$ cat config.mk
export PLATFORM = sky130hd
export DESIGN_NAME = instr_sequencer
export DESIGN_NICKNAME = d
export VERILOG_FILES = /design/src/rtl/instr_sequencer.sv
export SDC_FILE = /design/constraint.sdc
export NUM_CORES = 1
export LEC_CHECK = 0
export CORE_MARGIN = 2
export CORE_UTILIZATION = 50
export CTS_CLUSTER_DIAMETER = 100
export DETAILED_ROUTE_END_ITERATION = 8
export GPL_ROUTABILITY_DRIVEN = 1
export GPL_TIMING_DRIVEN = 0
export PLACE_DENSITY_LB_ADDON = 0.12
export SYNTH_ARGS = -nofsm -noshare
export SYNTH_HDL_FRONTEND = slang
export SYNTH_SLANG_ARGS = --single-unit
$ cat constraint.sdc
create_clock -name clk -period 3.2 [get_ports clk]
set_input_delay 0.48 -clock clk [delete_from_list [all_inputs] [get_ports clk]]
set_output_delay 0.48 -clock clk [all_outputs]
set_load 0.05 [all_outputs]
$ cat src/rtl/instr_sequencer.sv
// Program store plus a three-state sequencer that feeds instructions to simple_cpu,
// holding each word for its class-dependent cycle count. Define SEQ_LOOP_EN to wrap at end of store.
module instr_sequencer #(
    parameter int INSTR_WIDTH = 20,
    parameter int PROG_BITS   = 4,
    parameter int ALU_HOLD    = 4,
    parameter int STORE_HOLD  = 3,
    parameter int LOAD_HOLD   = 4
) (
    input  logic                   clk,
    input  logic                   rst,
    input  logic                   prog_we,
    input  logic [PROG_BITS-1:0]   prog_addr,
    input  logic [INSTR_WIDTH-1:0] prog_data,
    input  logic                   start,
    input  logic                   stop,
    output logic [INSTR_WIDTH-1:0] instruction,
    output logic                   issue,
    output logic                   busy,
    output logic                   done,
    output logic [PROG_BITS-1:0]   pc
);

    localparam int DEPTH = 1 << PROG_BITS;
    localparam int CNT_W = 8;

    typedef enum logic [1:0] {
        IDLE = 2'b00,
        RUN  = 2'b01,
        DONE = 2'b10
    } state_t;

    // Hold count minus one, so the counter reaching zero marks the last held cycle.
    function automatic logic [CNT_W-1:0] hold_of(input logic [1:0] cls);
        case (cls)
            2'b01:   hold_of = CNT_W'(ALU_HOLD - 1);
            2'b11:   hold_of = CNT_W'(STORE_HOLD - 1);
            2'b10:   hold_of = CNT_W'(LOAD_HOLD - 1);
            default: hold_of = {CNT_W{1'b0}};
        endcase
    endfunction

    function automatic logic is_halt(input logic [1:0] cls);
        is_halt = (cls == 2'b00);
    endfunction

    logic [INSTR_WIDTH-1:0] mem_r [DEPTH];

    state_t                 state_r, next_state_s;
    logic [INSTR_WIDTH-1:0] instruction_r, instruction_s;
    logic [PROG_BITS-1:0]   pc_r, pc_s;
    logic [CNT_W-1:0]       cnt_r, cnt_s;
    logic                   issue_r, issue_s;
    logic                   busy_r, busy_s;
    logic                   done_r, done_s;
    logic                   we_s;

    logic [PROG_BITS-1:0]   next_addr_s;
    logic [INSTR_WIDTH-1:0] word0_s;
    logic [INSTR_WIDTH-1:0] next_word_s;
    logic                   at_end_s;

    assign next_addr_s = pc_r + {{(PROG_BITS-1){1'b0}}, 1'b1};
    assign word0_s     = mem_r[0];
    assign next_word_s = mem_r[next_addr_s];

`ifdef SEQ_LOOP_EN
    // pc+1 wraps naturally to 0, so the end of store is never terminal.
    assign at_end_s = 1'b0;
`else
    assign at_end_s = (pc_r == {PROG_BITS{1'b1}});
`endif

    // Program store write port; contents deliberately survive reset.
    always_ff @(posedge clk) begin
        if (we_s) begin
            mem_r[prog_addr] <= prog_data;
        end
    end

    // State and registered output update.
    always_ff @(posedge clk or negedge rst) begin
        if (!rst) begin
            state_r       <= IDLE;
            instruction_r <= {INSTR_WIDTH{1'b0}};
            pc_r          <= {PROG_BITS{1'b0}};
            cnt_r         <= {CNT_W{1'b0}};
            issue_r       <= 1'b0;
            busy_r        <= 1'b0;
            done_r        <= 1'b0;
        end else begin
            state_r       <= next_state_s;
            instruction_r <= instruction_s;
            pc_r          <= pc_s;
            cnt_r         <= cnt_s;
            issue_r       <= issue_s;
            busy_r        <= busy_s;
            done_r        <= done_s;
        end
    end

    // Next-state and next-output decode.
    always_comb begin
        next_state_s  = state_r;
        instruction_s = instruction_r;
        pc_s          = pc_r;
        cnt_s         = cnt_r;
        issue_s       = 1'b0;
        busy_s        = 1'b0;
        done_s        = 1'b0;
        we_s          = 1'b0;
        case (state_r)
            IDLE: begin
                instruction_s = {INSTR_WIDTH{1'b0}};
                if (start) begin
                    if (is_halt(word0_s[INSTR_WIDTH-1 -: 2])) begin
                        next_state_s = DONE;
                        done_s       = 1'b1;
                    end else begin
                        next_state_s  = RUN;
                        instruction_s = word0_s;
                        pc_s          = {PROG_BITS{1'b0}};
                        cnt_s         = hold_of(word0_s[INSTR_WIDTH-1 -: 2]);
                        issue_s       = 1'b1;
                        busy_s        = 1'b1;
                    end
                end else if (prog_we) begin
                    we_s = 1'b1;
                end else begin
                    we_s = 1'b0;
                end
            end
            RUN: begin
                busy_s = 1'b1;
                // Abort wins over any hold or advance decision.
                if (stop) begin
                    next_state_s  = IDLE;
                    instruction_s = {INSTR_WIDTH{1'b0}};
                    cnt_s         = {CNT_W{1'b0}};
                    busy_s        = 1'b0;
                end else if (cnt_r != {CNT_W{1'b0}}) begin
                    cnt_s = cnt_r - {{(CNT_W-1){1'b0}}, 1'b1};
                end else if (is_halt(next_word_s[INSTR_WIDTH-1 -: 2]) || at_end_s) begin
                    next_state_s  = DONE;
                    instruction_s = {INSTR_WIDTH{1'b0}};
                    cnt_s         = {CNT_W{1'b0}};
                    busy_s        = 1'b0;
                    done_s        = 1'b1;
                end else begin
                    instruction_s = next_word_s;
                    pc_s          = next_addr_s;
                    cnt_s         = hold_of(next_word_s[INSTR_WIDTH-1 -: 2]);
                    issue_s       = 1'b1;
                end
            end
            DONE: begin
                next_state_s  = IDLE;
                instruction_s = {INSTR_WIDTH{1'b0}};
            end
            default: begin
                next_state_s  = IDLE;
                instruction_s = {INSTR_WIDTH{1'b0}};
                cnt_s         = {CNT_W{1'b0}};
            end
        endcase
    end

    assign instruction = instruction_r;
    assign issue       = issue_r;
    assign busy        = busy_r;
    assign done        = done_r;
    assign pc          = pc_r;

endmodule

==> results of run 1 <==
## worst paths after layout
| check | end | slack (ns) | depth (start not counted) |
|---|---|---|---|
| max | cnt_r[0] | 0.07 | 12 |
| min | instruction[7] | 0.36 | 2 |
| max reg2reg | cnt_r[0] | 0.07 | 12 |
| min reg2reg | cnt_r[7] | 0.50 | 1 |
| max in group asynchronous | pc[1] | 2.40 | 3 |
| min in group clk | cnt_r[7] | 0.50 | 1 |
## logic make-up after synthesis
| logic type | after synthesis |
|---|---|
| xor+xnor | 3 |
| buf+inv | 43 |
| compound gates | 106 |
| simple gates | 109 |
| flops | 357 |
| mux | 80 |
| fa+ha+maj | 6 |
## cell type report
type,count,share of cell area [%]
clock inverters,22,0.665
repair buffers,86,5.84
clock buffers,42,5.70
plain buffers,37,2.00
multi-input cells,304,20.6
inverters,6,0.133
diodes,1,0.0148
flip-flops and latches,357,62.3
well taps,378,2.79
## registers in the layout, summed over array words and instances (netlist names)
name	cells
mem_r	320
instruction	20
cnt_r	8
pc	4
state_r	2
busy	1
done	1
issue	1
## cells in the final DEF, fill, tap and decap left out, types with 4 or more instances in the layout
master,instances
o31ai_1,14
a22oi_1,19
clkinv_2,9
mux4_2,46
buf_6,9
o21ai_1,16
buf_2,11
clkinv_1,9
edfxtp_1,320
nor2b_1,15
a211oi_1,18
nor2_2,12
nor3_2,4
clkbuf_1,9
buf_8,10
o31ai_2,8
buf_16,6
ha_1,5
buf_12,7
clkdlybuf4s50_1,54
nand2_1,10
dfrtp_1,34
o21ai_0,20
buf_4,16
inv_1,6
nor3_1,20
nand2b_1,6
nand3_1,13
clkbuf_16,37
nor2_1,11
and2b_1,4
mux4_1,34
## routing by layer
layer  vias up  track usage, %
met5         -               0
met4         0            5.97
met3        44            3.74
met2       289            33.9
met1      3849            31.1
li1       3222               -
## timing repair
item / in CTS / in global routing
resized for setup: 7 / 15
endpoints found under the setup margin: 25 / 127
hold buffers: 1 / 0
endpoints found under the hold margin: 6 / 0
pin swaps: 2 / 2
setup buffers: 2 / 7
## through the flow
step           total power, mW  hold WS [ns]  utilization [%]  cells  instance area (um^2)
4_1_cts                   13.1         0.345             60.3   1225                 16800
6_report                  13.1         0.360             60.6   1233                 16900
3_3_place_gp              9.12         0.466             54.7   1137                 15300
3_5_place_dp              9.21         0.340             56.2   1158                 15700
2_1_floorplan             8.07         0.184                -    704                 14300
5_1_grt                   13.6         0.358             60.6   1232                 16900
## power by group through the flow
stage	Clock [mW]	Combinational (mW)	Sequential [mW]
after floorplan	0	2.16	5.91
after global placement	0	3.57	5.55
after detailed placement	0	3.66	5.56
after CTS	3.93	3.70	5.47
after global routing	4.11	4.00	5.50
final	3.86	3.74	5.47
## critical path: stages (launching register included)
cell,delay [ns]
dfrtp_2,0.46
ha_4,0.20
xor2_4,0.27
buf_12,0.17
mux4_2,0.33
nand3_1,0.10
and4_4,0.24
ha_1,0.16
a31oi_2,0.06
and4bb_2,0.29
buf_6,0.16
a222oi_1,0.44
o31ai_2,0.09
==> summary.md, run 1 <==
The run finished with clean final reports. Buffers inserted during clock tree synthesis total 36. The dominant cell by count in the synthesized netlist is edfxtp_1.

The number of fill cells in the layout is 2038. The tools report the global-route usage over all layers as 21.4%. By area the synthesized netlist is led by edfxtp_1 67%, mux4_2 6.9%, mux4_1 6.6%. Across the routed clock network, the largest skew measured is 0.0154 ns. The detailed router placed 7404 vias in this run. The number of different library cells used by synthesis comes to 50. After synthesis, the share of flip-flops with an asynchronous set or reset is 10.4%. The tool flagged a number of max-cap violations equal to 0. The sink count of the clock tree is 357, and the part of the total power dissipated in the clock network is 29.5%. The dominant register cell in the synthesized netlist was edfxtp_1. The run gives 0.361 mV as the worst vdd rail ir drop.

The worst setup path is launched from a flip-flop. Pre-CTS worst setup slack: -0.409 ns. The largest driver fanout on the critical path came out at 10.

Entering global routing, the biggest net connects 32 pins. After Yosys synthesis, XOR and XNOR cells account for 0.368% of the synthesized area. Buffer levels on the longest clock path: 3. Summed over all layers, the routed wires come to 31.5 mm. The sequential-to-total area share from yosys stat is 73.9%, and the area of the die is 0.0299 mm^2. For this design the total switching power over the nets is 3.99 mW. Number of buffer cells added on primary ports: 55.

The highest layer touched by signal routing is met4. In the post-route analysis, the smallest setup slack over all paths is 0.0681 ns. Transition time of the tightest slew-check pin: 0.795 ns. The number of nets in the synthesized netlist is 739. The fraction of post-synthesis cell area in the top cell type by area is 67.4%, and the adder-cell share of the synthesized area is 0.526%.

TritonCTS built the clock tree. The tools report the achievable frequency as 319 MHz. Dividing the detail-routed wire length by the instance count gives 25.6 um. The combinational family with the most area after synthesis is multiplexers.

For the via count of the first global-routing pass, the log shows 7579. After legalization and detailed placement, the total HPWL measured 20.8 mm. The post-route netlist has 23.5% of its cells at a drive strength greater than 1.

The via count normalized by instance count works out to 6.00. The tools report the leakage power as 5.53 nW. By count the netlist is led by 320 x edfxtp_1, 44 x mux4_2, 37 x dfrtp_1, 36 x mux4_1, 24 x nor3_1.

The clock-pin slew of the registers on the worst-case setup and hold paths works out to 0.06 ns. Total core area: 0.0279 mm^2. The internal power consumption was 9.08 mW; the remaining global-route overflow was 0. The relative slew slack is 46.9%. Yosys mapped a number of flops with a built-in enable equal to 320.

Summed over all instances, the cell type with the most area after synthesis is edfxtp_1. The mean instance size in the synthesized netlist came out at 20.3 um^2. The tools report the required time at the worst-slack endpoint as 3.58 ns. The part of the power in registers came out at 41.9%.

For the starting density of the core, the log shows 51.1%. Wire segments on met3 add up to 2.13 mm in the final route. The tree is rooted in a clkbuf_16. Of the total power, the share spent switching nets is 30.5%. The routed design uses 15.1 mm of met2 wire. After floorplanning, the core was divided into 61 placement rows.

For the cell area after synthesis, the log shows 0.0143 mm^2. For this design the ratio of total power to cell area is 772 mW/mm^2. For the final-report max-slew violation count, the log shows 0. In the synthesized netlist, the number of instances is 704. The floorplan die height was 173 um. For the total area of multi-input combinational cells, the log shows 0.00348 mm^2. The worst register-to-register path begins at pc[0]. For this run, the post-layout net count is 863. The first global-routing pass estimated 47.0 mm of wire.

Summing the areas of all and, or, nand and nor instances in the mapped netlist gives 4.18% of the synthesized area. The clock insertion delay at the later pin of the skew report was 0.52 ns. The critical path is of the flip-flop to flip-flop type. For this block, wires on met1 add up to 13.7 mm. The clock tree synthesis step divided the H-tree into 2 levels.

The area overhead of the layout relative to synthesis was 18.7%; the share of the cycle needed by the critical path after routing was 97.9%. The smallest clock period supported by the final layout is computed as 3.13 ns. For the count of boundary I/O pins, the log shows 56.

The congestion estimate from routability-driven global placement came to 0.808. The number of warnings issued by yosys is 0. Summing all flip-flop and latch instances after layout gives 0.0105 mm^2. The die is 173 um wide. The share of cell area taken by muxes after synthesis is 13.6%, and the total of endpoints with negative setup slack in the final report is 0.

The tools report the worst endpoint data arrival time as 3.51 ns. The first routing iteration left 665 violations. In the routed design, unresolved DRC markers number 0. The synthesized netlist devotes 5.25% of its cell area to compound gates. The first detailed-routing pass took 5 iterations. For the count of endpoints failing hold in the final timing report, the log shows 0.

Once detail routing completed, the nets flagged for antenna violations numbered 0. The count of state elements after synthesis was 357. After routing, the total negative slack on setup checks comes to 0 ns. Combinational cells account for 28.6% of the total power.

The path type of the worst min-delay path is input pin to async pin. STA classifies the critical path endpoint as a flip-flop. The most critical setup path has its startpoint at pc[0]. For the number of antenna violations at the first check in global routing, the log shows 0.
No activity file was read; power rests on OpenSTA's default activity.
==> inputs of run 2 (changes only) <==
--- a/config.mk
+++ b/config.mk
@@ -5,6 +5,7 @@
 export SDC_FILE = /design/constraint.sdc
 export NUM_CORES = 1
 export LEC_CHECK = 0
+export ABC_AREA = 1
 export CORE_MARGIN = 2
 export CORE_UTILIZATION = 50
 export CTS_CLUSTER_DIAMETER = 100
==> run 2 against run 1 <==
Power rose by 17%. Die area rose by 3.3%. Worst hold slack improved by 0.12 ns. Cell count rose by 49%. Wire length rose by 22%. Count of clock-buffer cells in the layout rose by 6. Critical path depth rose by 2. Final area rose by 3.4%. Critical path type unchanged. Largest cell class unchanged.
==> summary.md, run 2 <==
The logs give 38.4 mm (+22%) for the wire length after detailed routing and 5.55 mW (+39%) for the net switching power figure. For the total setup buffers inserted after CTS, the log shows 0 (-2). Cell taking the most area after synthesis: edfxtp_1.

The smallest hold slack is 0.478 ns (+0.118 ns). The switching share of total power works out to 36.3% (+5.8 points). Area overhead of the layout relative to synthesis: 18.7% (about the same). The via count normalized by instance count works out to 5.59 (-7.0%). nand2_1 is the most common cell in the netlist.

The final clock skew was 0.0256 ns (+0.0101 ns). The largest register by flop count was mem_r. The final-report max-slew violation count is 0 (unchanged).

The internal power consumption is 9.74 mW (+7.4%), and the starting density of the core is 51.1% (about the same). The number of buffers added by the clock tree synthesis step was 39 (+8.3%); the number of flops mapped to enable cells by yosys was 320 (unchanged). For the number of diodes, the log shows 0 (-1). The commonest cells after synthesis are 449 x nand2_1, 320 x edfxtp_1, 303 x nand3_1, 48 x inv_1, 46 x buf_2.

The run gives 2302 (+13%) as the number of fill cells in the layout. The number of warnings issued by yosys is 0 (unchanged). The transition time of the tightest slew-check pin was 0.891 ns (+0.0953 ns); the number of optimization iterations in the first detailed-route pass was 5 (unchanged). The tools report the initial DRC count as 991 (+49%). The sequential-to-total area share from yosys stat came out at 71.4% (-2.4 points). Commonest non-fill, non-tap cell in the layout: nand2_1. Areal power density over the cells: 874 mW/mm^2 (+13%). The run gives 0 (unchanged) as the count of antenna-violating nets left after detailed routing. STA classifies the critical path startpoint as a flip-flop.

The run gives 9915 (+31%) as the via count of the first global-routing pass. The total via count in the routed design was 10300 (+39%). Gate count after technology mapping: 1312 (+86%). Number of nets in the finished design: 1460 (+69%).

For the worst vdd rail ir drop, the log shows 0.631 mV (+75%). For the area of the die, the log shows 0.0309 mm^2 (+3.3%). Number of placement rows: 62 (+1.6%). The total of endpoints with negative setup slack in the final report is 0 (unchanged).

For the part of the total power dissipated in combinational logic, the log shows 33.5% (+4.9 points). The number of unique standard cell types used by synthesis was 31 (-38%); the fraction of registers with async set/reset was 10.4% (unchanged). The wire length per cell is 20.9 um (-18%), and the clock insertion delay at the later pin of the skew report is 0.54 ns (+0.02 ns).

In this run the critical register-to-register path is launched from pc[0]. The post-route minimum period is 3.07 ns (-0.0591 ns), and the maximum number of pins on one net before global-route repair is 21 (-34%). The largest driver fanout on the critical path is 10 (unchanged). The global-route usage over all layers was 25.5% (+4.1 points); the share of the cycle needed by the critical path after routing was 96.0% (-1.8 points). The most critical setup path has its startpoint at pc[0]. The final cell count without fillers is 1839 (+49%). After synthesis, the cell types taking the most area are edfxtp_1 65%, nand2_1 11%, nand3_1 10%.

The achievable frequency was 325 MHz (+1.9%). The fraction of post-synthesis cell area in the top cell type by area was 65.2% (-2.2 points). First-pass GRT wire length: 58.4 mm (+24%).

The run gives 0.883 (+9.3%) as the global placer's final weighted congestion. STA classifies the critical path endpoint as a flip-flop. The buffer levels on the longest clock path was 3 (unchanged). The tools report the part of the power in registers as 35.7% (-6.2 points). Sink count of the clock tree: 357 (unchanged). The tools report the relative slew slack as 40.6% (-6.4 points). The worst endpoint data arrival time was 3.45 ns (-0.06 ns); the leakage power was 6.70 nW (+21%). The logs give 26.9 mm (+29%) for the detailed-placement wirelength estimate and 0 (unchanged) for the remaining global-route overflow. The number of buffer cells added on primary ports was 55 (unchanged).

Path type of the worst min-delay path: input pin to async pin. The clock-pin slew of the registers on the worst-case setup and hold paths came out at 0.06 ns (about the same). CTS placed an instance of clkbuf_16 at the clock tree root.

The top cell types in the final layout, fill and taps aside, are 449 x nand2_1, 320 x edfxtp_1, 303 x nand3_1. The die span in x is 176 um (+1.6%), and the count of boundary I/O pins is 56 (unchanged). The total core area is 0.0289 mm^2 (+3.3%), and the number of DRC violations after detailed routing is 0 (unchanged). TritonCTS built the clock tree. The proportion of layout cells with a drive suffix above 1 is 10.4% (-13 points), and the floorplan die height is 176 um (+1.6%).

The count of state elements after synthesis is 357 (unchanged), and the instance count after placement with tap cells included is 1768 (+53%). The required time at the worst-slack endpoint was 3.58 ns (about the same). The most used flip-flop cell after synthesis is edfxtp_1. The part of the total power dissipated in the clock network came out at 30.8% (+1.3 points). The synthesized netlist net count is 1347 (+82%), and the sequential cell area is 0.0105 mm^2 (about the same). The mean instance size in the synthesized netlist was 11.2 um^2 (-45%). By startpoint and endpoint, the worst setup path is classified as flip-flop to flip-flop. The flow ran to the end, and the final reports show no timing, DRC or antenna violations. Number of antenna violations at the first check in global routing: 0 (unchanged).

For the number of H-tree levels, the log shows 2 (unchanged). Total area of multi-input combinational cells: 0.00375 mm^2 (+7.6%). The flip-flop count of the largest register after layout works out to 320 (unchanged). The count of max-cap constraint violations was 0 (unchanged). The logs give 0 (unchanged) for the count of endpoints failing hold in the final timing report and 0.0147 mm^2 (+3.4%) for the cell area after synthesis.
-- run 2: through the flow --
step / instance area (um^2) / total power, mW / TNS (ns) / utilization [%] / setup slack [ns]
after floorplan: 14700 / 8.79 / 0 / - / 0.449
after global placement: 15800 / 10.5 / -80.11 / 54.7 / -0.435
after detailed placement: 16100 / 10.6 / -2.88 / 55.8 / -0.179
after CTS: 17500 / 15.3 / 0 / 60.5 / 0.0401
after global routing: 17500 / 16.1 / -0.00565 / 60.7 / -0.00394
final: 17500 / 15.3 / 0 / 60.7 / 0.127
-- run 2: timing repair --
item | in CTS | in global routing
hold buffers | 1 | 0
gates resized for setup | 3 | 10
pin swaps | 0 | 1
hold endpoints to repair | 19 | 0
endpoints found under the setup margin | 25 | 26
-- run 2: logic make-up after synthesis --
| kind of cell | Yosys count | share of synthesized area [%] |
|---|---|---|
| buf+inv | 123 | 3.65 |
| simple gates | 800 | 23.2 |
| compound gates | 21 | 0.823 |
| fa+ha+maj | 6 | 0.509 |
| xor+xnor | 5 | 0.348 |
| flops | 357 | 71.4 |
-- run 2: layout make-up --
cell class                      instances  area share [%]
Buffer                                 70            2.03
Clock buffer                           48            5.89
Clock inverter                         23            1.82
Inverter                               52            1.12
Multi-Input combinational cell        832            21.4
Sequential cell                       357            60.2
Tap cell                              384            2.74
Timing Repair Buffer                   73            4.77
-- run 2: path summary, 6_finish.rpt --
| check | endpoint | slack (ns) | cells past startpoint |
|---|---|---|---|
| max | pc[3] | 0.13 | 14 |
| min reg2reg | instruction[15] | 0.48 | 2 |
| max reg2reg | pc[3] | 0.13 | 14 |
| min | instruction[7] | 0.48 | 2 |
| max in group asynchronous | pc[0] | 2.19 | 3 |
| min in group clk | instruction[15] | 0.48 | 2 |
-- run 2: power groups by stage --
stage               Clock [mW]  Sequential (mW)  Combinational (mW)
floorplan                    0             6.05                2.74
global route              4.98             5.49                5.60
detailed placement           0             5.55                5.05
global placement             0             5.55                4.98
CTS                       4.77             5.46                5.09
finish                    4.71             5.46                5.12
-- run 2: worst max-delay path, cell delays in order (launching register included) --
cell      delay (ns)
dfrtp_2         0.46
ha_1            0.43
xor2_4          0.32
buf_4           0.25
nand3_1         0.16
nand3_1         0.12
nand2_1         0.11
inv_1           0.10
ha_1            0.14
o21bai_1        0.18
nor2_4          0.11
a21oi_2         0.24
inv_2           0.08
nand2_1         0.15
o22ai_1         0.09
-- run 2: per-layer routing --
| layer | routed length, um | global-route usage, % | up-vias |
|---|---|---|---|
| met5 | 0 | 0 | - |
| met4 | 1480 | 9.88 | 0 |
| met3 | 2850 | 4.09 | 97 |
| met2 | 18200 | 41.6 | 438 |
| met1 | 15900 | 34.6 | 4974 |
| li1 | - | - | 4765 |
